[src/rtl/vga_timing_pipe.sv]
// Parametrised VGA timing generator advancing on a pixel clock-enable, with a
// renderer-latency delay line for sync/blank and registered, blank-forced pins.
module vga_timing_pipe #(
  parameter int H_ACTIVE   = 640,
  parameter int H_FP       = 16,
  parameter int H_SYNC     = 96,
  parameter int H_BP       = 48,
  parameter int V_ACTIVE   = 480,
  parameter int V_FP       = 10,
  parameter int V_SYNC     = 2,
  parameter int V_BP       = 33,
  parameter bit HSYNC_POL  = 1'b0,
  parameter bit VSYNC_POL  = 1'b0,
  parameter int COORD_W    = 10,
  parameter int RENDER_LAT = 0,
  parameter int R_W        = 3,
  parameter int G_W        = 3,
  parameter int B_W        = 2,
  parameter int FRAME_W    = 16
) (
  input  logic                     clk_pix,
  input  logic                     rst,
  input  logic                     pix_ce,
  output logic [COORD_W-1:0]       sx,
  output logic [COORD_W-1:0]       sy,
  output logic                     de,
  output logic                     line_start,
  output logic                     frame_start,
  output logic [FRAME_W-1:0]       frame_count,
  input  logic [R_W+G_W+B_W-1:0]   rgb_in,
  output logic                     vga_hsync,
  output logic                     vga_vsync,
  output logic [R_W-1:0]           vga_r,
  output logic [G_W-1:0]           vga_g,
  output logic [B_W-1:0]           vga_b
);

  localparam int H_TOTAL = H_ACTIVE + H_FP + H_SYNC + H_BP;
  localparam int V_TOTAL = V_ACTIVE + V_FP + V_SYNC + V_BP;
  localparam int RGB_W   = R_W + G_W + B_W;

  localparam logic [COORD_W-1:0] H_LAST   = COORD_W'(H_TOTAL - 1);
  localparam logic [COORD_W-1:0] V_LAST   = COORD_W'(V_TOTAL - 1);
  localparam logic [COORD_W-1:0] H_ACT_C  = COORD_W'(H_ACTIVE);
  localparam logic [COORD_W-1:0] V_ACT_C  = COORD_W'(V_ACTIVE);
  localparam logic [COORD_W-1:0] HS_FIRST = COORD_W'(H_ACTIVE + H_FP);
  localparam logic [COORD_W-1:0] HS_LAST  = COORD_W'(H_ACTIVE + H_FP + H_SYNC - 1);
  localparam logic [COORD_W-1:0] VS_FIRST = COORD_W'(V_ACTIVE + V_FP);
  localparam logic [COORD_W-1:0] VS_LAST  = COORD_W'(V_ACTIVE + V_FP + V_SYNC - 1);

  logic h_wrap;
  logic v_wrap;
  logic hs_act;
  logic vs_act;

  assign h_wrap = (sx == H_LAST);
  assign v_wrap = (sy == V_LAST);

  always_ff @(posedge clk_pix) begin
    if (rst) begin
      sx          <= '0;
      sy          <= '0;
      frame_count <= '0;
    end else if (pix_ce) begin
      if (h_wrap) begin
        sx <= '0;
        if (v_wrap) begin
          sy          <= '0;
          frame_count <= frame_count + FRAME_W'(1);
        end else begin
          sy <= sy + COORD_W'(1);
        end
      end else begin
        sx <= sx + COORD_W'(1);
      end
    end
  end

  assign de          = (sx < H_ACT_C) && (sy < V_ACT_C);
  assign line_start  = pix_ce && (sx == '0);
  assign frame_start = line_start && (sy == '0);
  assign hs_act      = (sx >= HS_FIRST) && (sx <= HS_LAST);
  assign vs_act      = (sy >= VS_FIRST) && (sy <= VS_LAST);

  // {hs, vs, de}; all-zero is the inactive (blanked, sync deasserted) value
  logic [2:0] raw_ctl;
  logic [2:0] dly_ctl;

  assign raw_ctl = {hs_act, vs_act, de};

  generate
    if (RENDER_LAT == 0) begin : g_direct
      assign dly_ctl = raw_ctl;
    end else begin : g_delay
      logic [2:0] pipe [RENDER_LAT];

      always_ff @(posedge clk_pix) begin
        if (rst) begin
          for (int i = 0; i < RENDER_LAT; i++) pipe[i] <= '0;
        end else if (pix_ce) begin
          pipe[0] <= raw_ctl;
          for (int i = 1; i < RENDER_LAT; i++) pipe[i] <= pipe[i-1];
        end
      end

      assign dly_ctl = pipe[RENDER_LAT-1];
    end
  endgenerate

  always_ff @(posedge clk_pix) begin
    if (rst) begin
      vga_hsync <= ~HSYNC_POL;
      vga_vsync <= ~VSYNC_POL;
      vga_r     <= '0;
      vga_g     <= '0;
      vga_b     <= '0;
    end else if (pix_ce) begin
      vga_hsync <= dly_ctl[2] ? HSYNC_POL : ~HSYNC_POL;
      vga_vsync <= dly_ctl[1] ? VSYNC_POL : ~VSYNC_POL;
      vga_r     <= dly_ctl[0] ? rgb_in[RGB_W-1 -: R_W]     : '0;
      vga_g     <= dly_ctl[0] ? rgb_in[G_W+B_W-1 -: G_W]   : '0;
      vga_b     <= dly_ctl[0] ? rgb_in[B_W-1:0]            : '0;
    end
  end

endmodule

[config.mk]
export PLATFORM = sky130hd
export DESIGN_NAME = vga_timing_pipe
export DESIGN_NICKNAME = d
export VERILOG_FILES = /design/src/rtl/vga_timing_pipe.sv
export SDC_FILE = /design/constraint.sdc
export NUM_CORES = 1
export LEC_CHECK = 0
export BUFFER_PORTS_ARGS = -buffer_cell sky130_fd_sc_hd__buf_4
export CELL_PAD_IN_SITES_DETAIL_PLACEMENT = 2
export CELL_PAD_IN_SITES_GLOBAL_PLACEMENT = 2
export CORE_ASPECT_RATIO = 0.75
export CORE_MARGIN = 5
export CORE_UTILIZATION = 33
export CTS_CLUSTER_DIAMETER = 200
export CTS_CLUSTER_SIZE = 25
export DETAILED_ROUTE_END_ITERATION = 10
export GPL_TIMING_DRIVEN = 1
export PLACE_DENSITY_LB_ADDON = 0.1
export SETUP_SLACK_MARGIN = 0.1
export SLEW_MARGIN = 20
export SYNTH_ARGS = -nofsm -noshare
export SYNTH_HDL_FRONTEND = slang
export SYNTH_SLANG_ARGS = --single-unit
[constraint.sdc]
create_clock -name clk_pix -period 2.8 [get_ports clk_pix]
set_input_delay 0.14 -clock clk_pix [delete_from_list [all_inputs] [get_ports clk_pix]]
set_output_delay 0.14 -clock clk_pix [all_outputs]
set_load 0.05 [all_outputs]
Word level (Yosys, flattened, before mapping)
Cells that the tools add are included.
{ "word_totals": {"register_bits": 46, "wordCells": 35} }
{ "classes": {"n_addsub": 3, "order_cmp": 6, "n_eq_ne": 2, "n_mux": 7, "reduce_logical": 9} }
{ "ops": {"columns": ["operator", "n"], "rows": [
  ["10-bit by 1-bit adder with 10-bit output (second input constant)", 2],
  ["10-bit == test (second input constant)", 2],
  ["10-bit logical NOT", 2],
  ["10-bit two-way mux", 2],
  ["16-bit by 1-bit adder with 16-bit output (second input constant)", 1],
  ["10-bit >= comparator (second input constant)", 1],
  ["10-bit by 9-bit >= comparator with 1-bit output (second input constant)", 1],
  ["10-bit less-or-equal comparator (second input constant)", 1],
  ["10-bit by 9-bit less-or-equal comparator with 1-bit output (second input constant)", 1],
  ["10-bit less-than comparator (second input constant)", 1],
  ["10-bit by 9-bit less-than comparator with 1-bit output (second input constant)", 1],
  ["3-bit two-way mux", 2],
  ["1-bit logical AND", 5],
  ["3-bit AND reduction", 1],
  ["1-bit two-way mux", 2],
  ["2-bit two-way mux", 1],
  ["2-bit AND reduction", 1]
]} }

Depth between registers and ports, before layout
Gate-level depths: netlist of run 1.
{ "logic_depth": {"depth_word": 3, "mapped_depth": 8, "mapped_depth_nobuf": 6} }

Worst setup path before layout of run 1
Ideal clock, no wire load.
{ "synth_path": {"path_type": "register to register", "from": "register sx[0]", "to": "register frame_count[6]", "setup_ns": 0.121, "arrival_time_ns": 2.159, "setup_slack_ns": 0.520, "stages_incl_launch_ff": 8, "path_buffers": 2, "synth_period_minus_slack_ns": 2.280, "path_cell_list": "dfxtp_1 -> ha_1 -> and4_1 -> buf_2 -> nand4_4 -> clkbuf_1 -> nor3_1 -> mux2_2"} }
{ "synth_via": {"elab_chain_len": 2} }
{ "synth_lines": {"columns": ["element", "line", "rtl"], "rows": [
  ["start, declared", "24", "output logic [COORD_W-1:0] sx,"],
  ["start signal, assigned", "74", "sx <= sx + COORD_W'(1);"],
  ["10-bit == test", "56", "assign h_wrap = (sx == H_LAST);"],
  ["3-bit AND reduction (no source line)", null, null],
  ["end signal, assigned", "69", "frame_count <= frame_count + FRAME_W'(1);"],
  ["end, declared", "29", "output logic [FRAME_W-1:0] frame_count,"]
]} }
Every way passes these cells.
A chain may end at the register's enable or synchronous reset.

Worst setup path after layout of run 1
{ "layout_path": {"from": "register sx[0]", "to": "register frame_count[11]"} }
The elaborated chain is that of the path after synthesis.

==> results.json, run 1 <==
{
  "io_buffers": 59,
  "overflow": 0,
  "nets": 334,
  "synthArstFlopShare_pct": 0,
  "dr_wl_met2_um": 3170,
  "core_um2": 6860,
  "final_core_util_pct": 42.1,
  "finalSetupTns_ps": 0,
  "post-route-min-period_ps": 2200,
  "rows": 26,
  "required_ps": 3000,
  "via_per_inst": 5.36,
  "syn-cell-area_um2": 2340,
  "setup_viol": 0,
  "dpl-instance-area_um2": 2800,
  "n_antenna_cell": 0,
  "p_per_area_nw_per_um2": 421,
  "reg2reg_to": "frame_count[11]",
  "insertion_delay_ps": 310,
  "postCtsHoldBufs": 0,
  "maxCapViolCount": 0,
  "cp-startpoint": "sx[0]",
  "ant_nets": 0,
  "crit_fanout": 46,
  "cts_tree": "yes",
  "postSynthCellCount": 272,
  "antenna_found_initial": 0,
  "hold_path_class": "input pin to flop",
  "initial_core_util_pct": 34.1,
  "cts_setup_buffers": 0,
  "rsz0062_at_grt": "no",
  "die-area_um2": 8880,
  "htree_levels": 2,
  "gp_congestion": 0.713,
  "total_leakage_power_nw": 1.08,
  "syn_nets": 288,
  "r2r-start": "sx[0]",
  "top_layer": "met4",
  "grt_max_degree": 47,
  "reg2reg_slack_ps": 600,
  "relSlewSlack_pct": 60.4,
  "synth.top_cell.area_share_pct": 39.4,
  "drt_wl_total_um": 6930,
  "clkTransAtPathRegs_ps": 100,
  "drt_iter0_markers": 41,
  "synth_enable_flop_cells": 0,
  "clockBufferDepth": 2,
  "cp.arrival_ps": 2400,
  "vias": 2236,
  "fmax_mhz": 455,
  "drt_first_pass_iters": 4,
  "worst_clock_skew_ps": 9.97,
  "track_usage_pct": 16.1,
  "stdcell_area_um2": 2890,
  "cts_buffers": 5,
  "root_buffer": "clkbuf_8",
  "peakVddDrop_uv": 148,
  "cp-start-kind": "flop",
  "grt_pass1_wl_um": 11800,
  "synth_seq_cells": 46,
  "ys.flop_type": "dfxtp_1",
  "ys_types": 44,
  "ys_top_cells_by_area": "dfxtp_1, a21oi_1, o31ai_1",
  "ys.warnings.count": 0,
  "cts_sinks": 46,
  "endpoint_kind": "flop",
  "m1WireLength_um": 3370,
  "io_pins": 60,
  "grt_pass1_vias": 2309,
  "met3_length_um": 327,
  "dpl.hpwl_um": 5020,
  "wl_per_cell_um": 16.6,
  "die_w_um": 107,
  "synth_most_common_cell": "dfxtp_1",
  "worst-setup-path-type": "flop to flop",
  "syn_to_final_growth_pct": 23.8,
  "status": "finished, final reports clean",
  "ff2ff_path_depth": 6,
  "crit_end": "frame_count[11]",
  "slew_violations": 0,
  "ys_seq_area_share_pct": 39.4,
  "timing.final.crit_share_pct": 78.4,
  "hold_viol": 0,
  "drc_errors": 0,
  "syn_area_per_cell_um2": 8.59,
  "die_h_um": 82.9,
  "drive_above_1_share_pct": 23.8,
  "cts_resized": 0,
  "tightest_slew_ps": 591,
  "synth_common_cells": "dfxtp_1, a21oi_1, nand3_1, nor2_1",
  "synth_top_area_cell": "dfxtp_1"
}
## kinds of logic (layout without fill, tap and decap cells)
logic type               Yosys count  after routing  synth area share (%)
AO/OA/AOI/OAI                     57             57                  14.4
XOR/XNOR                          10             10                  3.75
multiplexers                       3              3                  1.39
flip-flops                        46             46                  39.4
adder cells (fa/ha/maj)            5              5                  2.68
buffers and inverters             28             75                  5.73
AND/OR/NAND/NOR                  123            123                  32.7
## per-stage QoR
stage | total power, W | setup WS [ps] | instances | hold slack (ps)
final | 0.00122 | 604 | 417 | 102
after global routing | 0.00128 | 389 | 417 | 84.6
after CTS | 0.00124 | 560 | 417 | 95.6
after detailed placement | 0.000812 | 588 | 409 | 436
after global placement | 0.000808 | 734 | 409 | 427
after floorplan | 0.000767 | 520 | 272 | 308
## cell usage in the layout, fill, tap and decap left out, types with 2 or more instances in the layout
master    synthesis  final
a21oi_1          31     31
and3_1            6      6
and4_1            7      7
and4b_1           2      2
buf_4             2     60
clkbuf_8          0      5
dfxtp_1          46     46
ha_1              5      5
inv_1             7      7
mux2_2            2      2
nand2_1          14     14
nand2b_1         10     10
nand3_1          21     21
nand4_1           6      6
nor2_1           16     16
nor2b_1           3      3
nor3_1            6      6
o21ai_0           6      6
o31ai_1          15     15
or2_2             2      2
or3_1             5      5
or4_1            15     15
xnor2_1           6      6
xor2_1            4      4
## registers in the layout, indices dropped and copies added (netlist names)
signal	cells
vga_r	3
vga_vsync	1
frame_count	16
vga_hsync	1
sx	10
vga_b	2
sy	10
vga_g	3
## area by class of cell
type | count | area [um2]
Fill cell | 792 | 3970
Clock buffer | 5 | 68.8
Inverter | 7 | 26.3
Multi-Input combinational cell | 198 | 1280
Timing Repair Buffer | 60 | 450
Sequential cell | 46 | 921
Clock inverter | 3 | 21.3
Tap cell | 98 | 123
## where the power goes
part / leakage [nW] / internal (W) / total [W] / switching [W]
Clock: 0.0441 / 0.000176 / 0.000424 / 0.000248
Combinational: 0.663 / 0.0000405 / 0.000122 / 0.0000816
Sequential: 0.372 / 0.000663 / 0.000672 / 0.00000852
Total: 1.08 / 0.000880 / 0.00122 / 0.000338
## per-layer routing
| layer | global-route usage [%] | up-vias |
|---|---|---|
| met5 | 0 | - |
| met4 | 4.18 | 0 |
| met3 | 3.95 | 7 |
| met2 | 25.7 | 38 |
| met1 | 21.7 | 1105 |
| li1 | - | 1086 |
## critical path, cell delays in order, from the launching register on
cell	delay (ps)
dfxtp_1	450
ha_1	200
and4_1	360
nand4_4	120
buf_4	290
nor3b_1	310
mux2_2	370
## worst min path at each step
stage                     cells after the start  slack [ps]  endpoint  startpoint
after CTS                                     3         100  vga_r[1]   rgb_in[6]
after global routing                          3          80  vga_b[1]   rgb_in[1]
after detailed placement                      3         440  vga_r[0]   rgb_in[5]
after global placement                        3         430  vga_b[1]   rgb_in[1]
after floorplan                               2         310  vga_b[0]   rgb_in[0]
final                                         3         100  vga_b[0]   rgb_in[0]
Power figures use the tool's default switching activity.
==> run 2: changes to the inputs <==
- ABC_AREA: unset -> 1
- CORE_UTILIZATION: 33 -> 26
- clock period: 2.8 -> 1.76 ns (I/O delays scaled with it)
==> run 2 against run 1 <==
  * Total power rose by 99%
  * Non-clock buffer count rose by 26
  * Core utilization fell by 3.8 points
  * Worst hold slack got worse by 33 ps
  * Die area rose by 32%
  * Critical path type is now flop to output port
  * Critical endpoint is now frame_start
  * Largest power group is now the clock network
==> results.json, run 2 <==
{
  "total_leakage_power_nw": 1.57,
  "track_usage_pct": 16.3,
  "wl_per_cell_um": 16.0,
  "p_per_area_nw_per_um2": 663,
  "synth_enable_flop_cells": 0,
  "cp-startpoint": "sx[1]",
  "grt.met2_usage_pct": 28.0,
  "synthArstFlopShare_pct": 0,
  "globalRouteMet1Util_pct": 20.6,
  "crit_slowest_cell": "dfxtp_4",
  "ff2ff_path_depth": 9,
  "via_per_inst": 4.72,
  "crit_end": "frame_start",
  "worst_clock_skew_ps": 5.39,
  "cts_buffers": 5,
  "antenna_found_initial": 0,
  "worst-setup-path-type": "flop to output port",
  "hold_viol": 0,
  "peakVddDrop_uv": 307,
  "syn_nets": 386,
  "insertion_delay_ps": 290,
  "relSlewSlack_pct": 72.5,
  "rows": 31,
  "slowest_delay_ps": 360,
  "dpl.hpwl_um": 7120,
  "grt_max_degree": 24,
  "grt_pass1_vias": 2960,
  "grt_util_met3_pct": 4.63,
  "maxCapViolCount": 0,
  "initial_core_util_pct": 26.3,
  "rsz0062_at_grt": "yes",
  "cts_sinks": 46,
  "r2r-start": "sx[0]",
  "layout_setup_ws_ps": 132,
  "die-area_um2": 11700,
  "cp_top_family": "simple AND/OR/NAND/NOR gates",
  "overflow": 0,
  "clkTransAtPathRegs_ps": 70,
  "critical_path.cell_chain": "inv_1, ha_2, nand3_4, nor4_4, buf_6",
  "endpoint_kind": "output port",
  "setup_viol": 0,
  "crit_fanout": 4,
  "timing.final.crit_share_pct": 92.5,
  "clockBufferDepth": 2,
  "syn_to_final_growth_pct": 45.8,
  "synth_most_common_cell": "nand2_1",
  "critPathBufInv": 2,
  "post-route-min-period_ps": 1630,
  "final_common_cell": "nand2_1",
  "ys.warnings.count": 0,
  "cp-start-kind": "flop",
  "drt_first_pass_iters": 4,
  "postSynthCellCount": 370,
  "ant_nets": 0,
  "drc_errors": 0,
  "syn-cell-area_um2": 2510,
  "largest_register": "frame_count",
  "grt_pass1_wl_um": 15000,
  "slew_violations": 0,
  "largest_register_ffs": 16,
  "busiest_layer": "met2",
  "reg2reg_slack_ps": 210,
  "cts_tree": "yes",
  "syn_area_per_cell_um2": 6.78,
  "die_w_um": 123,
  "htree_levels": 2,
  "fmax_mhz": 614,
  "tightest_slew_ps": 410,
  "drt_iter0_markers": 60,
  "io_buffers": 59,
  "nets": 473,
  "ys.flop_type": "dfxtp_1",
  "die_h_um": 95.0,
  "io_pins": 60,
  "root_buffer": "clkbuf_16",
  "hold_path_class": "input pin to flop",
  "synth_seq_cells": 46,
  "ys_types": 32,
  "status": "finished, final reports clean",
  "cp.arrival_ps": 1540,
  "preCtsSetupSlack_ps": 47.3,
  "ys_seq_area_share_pct": 36.7,
  "gp_congestion": 0.773,
  "finalSetupTns_ps": 0,
  "top_regs": "frame_count (16), sx (10), sy (10)",
  "core_um2": 9540,
  "final_cell_mix": "nand2_1, buf_4, nor2_1",
  "required_ps": 1670,
  "fill_cells": 1136,
  "synth_common_cells": "nand2_1, nor2_1, dfxtp_1, inv_1, nand3_1",
  "reg2reg_to": "sy[5]",
  "synth.top_cell.area_share_pct": 36.7,
  "postCtsHoldBufs": 0,
  "ys_top_cells_by_area": "dfxtp_1, nand2_1, nor2_1",
  "drive_above_1_share_pct": 35.2,
  "vias": 2786,
  "drt_wl_total_um": 9460,
  "n_antenna_cell": 0,
  "critical_path_cell_count": 5,
  "synth_top_area_cell": "dfxtp_1"
}
run 2: changes by cell type in the layout (fill, tap and decap cells not counted), moves of 16 or more:
cell,previous run,this run
dfxtp_1,46,30
inv_1,7,32
nor2_1,16,46
buf_4,60,79
nand2_1,14,93
run 2: worst register-to-register path: stages (launching register included):
cell     delay (ps)
dfxtp_4         380
ha_4            160
nand2_1          80
nor2_2          110
nand2_1          90
nor2_4          180
buf_12          140
nand2_1          80
nand2_1          80
nor3b_1         160
run 2: worst min path at each step:
| stage | from | end | slack (ps) | depth (start not counted) |
|---|---|---|---|---|
| 3_3_place_gp | rgb_in[0] | vga_b[0] | 370 | 3 |
| 5_1_grt | rgb_in[2] | vga_g[0] | 90 | 3 |
| 6_report | rgb_in[6] | vga_r[1] | 70 | 3 |
| 4_1_cts | rgb_in[6] | vga_r[1] | 70 | 3 |
| 3_5_place_dp | rgb_in[3] | vga_g[1] | 370 | 3 |
| 2_1_floorplan | rgb_in[2] | vga_g[0] | 250 | 2 |
run 2: layout make-up:
| cell class | count | area (um2) | share of cell area [%] |
|---|---|---|---|
| clock buffers | 5 | 125 | 3.42 |
| clock inverters | 3 | 40.0 | 1.10 |
| inverters | 40 | 150 | 4.11 |
| multi-input cells | 278 | 1530 | 42.0 |
| flip-flops and latches | 46 | 946 | 25.9 |
| well taps | 132 | 165 | 4.52 |
| repair buffers | 86 | 694 | 19.0 |
run 2: per-layer routing:
layer | vias to the layer above | part of all wire (%)
met1 | 1371 | 47
met3 | 7 | 4.8
li1 | 1367 | -
met5 | - | 0
met4 | 0 | 0.72
met2 | 41 | 47
run 2: where the power goes:
group	total (W)	internal, W	switching [W]
logic	0.000251	0.0000817	0.000169
registers	0.00107	0.00106	0.0000150
clock network	0.00110	0.000666	0.000430
run 2: cell families (layout without fill, tap and decap cells):
logic type,after synthesis,after routing,synth area share [%]
buf+inv,46,134,7.24
flops,46,46,36.7
compound gates,50,50,11.3
xor+xnor,7,7,2.45
fa+ha+maj,5,5,2.50
simple gates,216,216,39.8
run 2: through the flow:
step | area [um2] | utilization (%) | hold WS [ps] | power, W | std cells
final | 3650 | 38.3 | 69.2 | 0.00242 | 590
after global routing | 3650 | 38.3 | 86.1 | 0.00252 | 590
after CTS | 3450 | 36.1 | 65.9 | 0.00246 | 581
after detailed placement | 3260 | 34.2 | 375 | 0.00134 | 571
after global placement | 3260 | 34.2 | 367 | 0.00133 | 571
after floorplan | 2560 | - | 247 | 0.00125 | 370
run 2: what timing repair did:
action,4_1_cts,5_1_grt
endpoints found under the setup margin,16,26
gates cloned,0,0
gates resized for setup,3,27
pin swaps,1,2
setup buffers,2,9
hold endpoints to repair,0,0
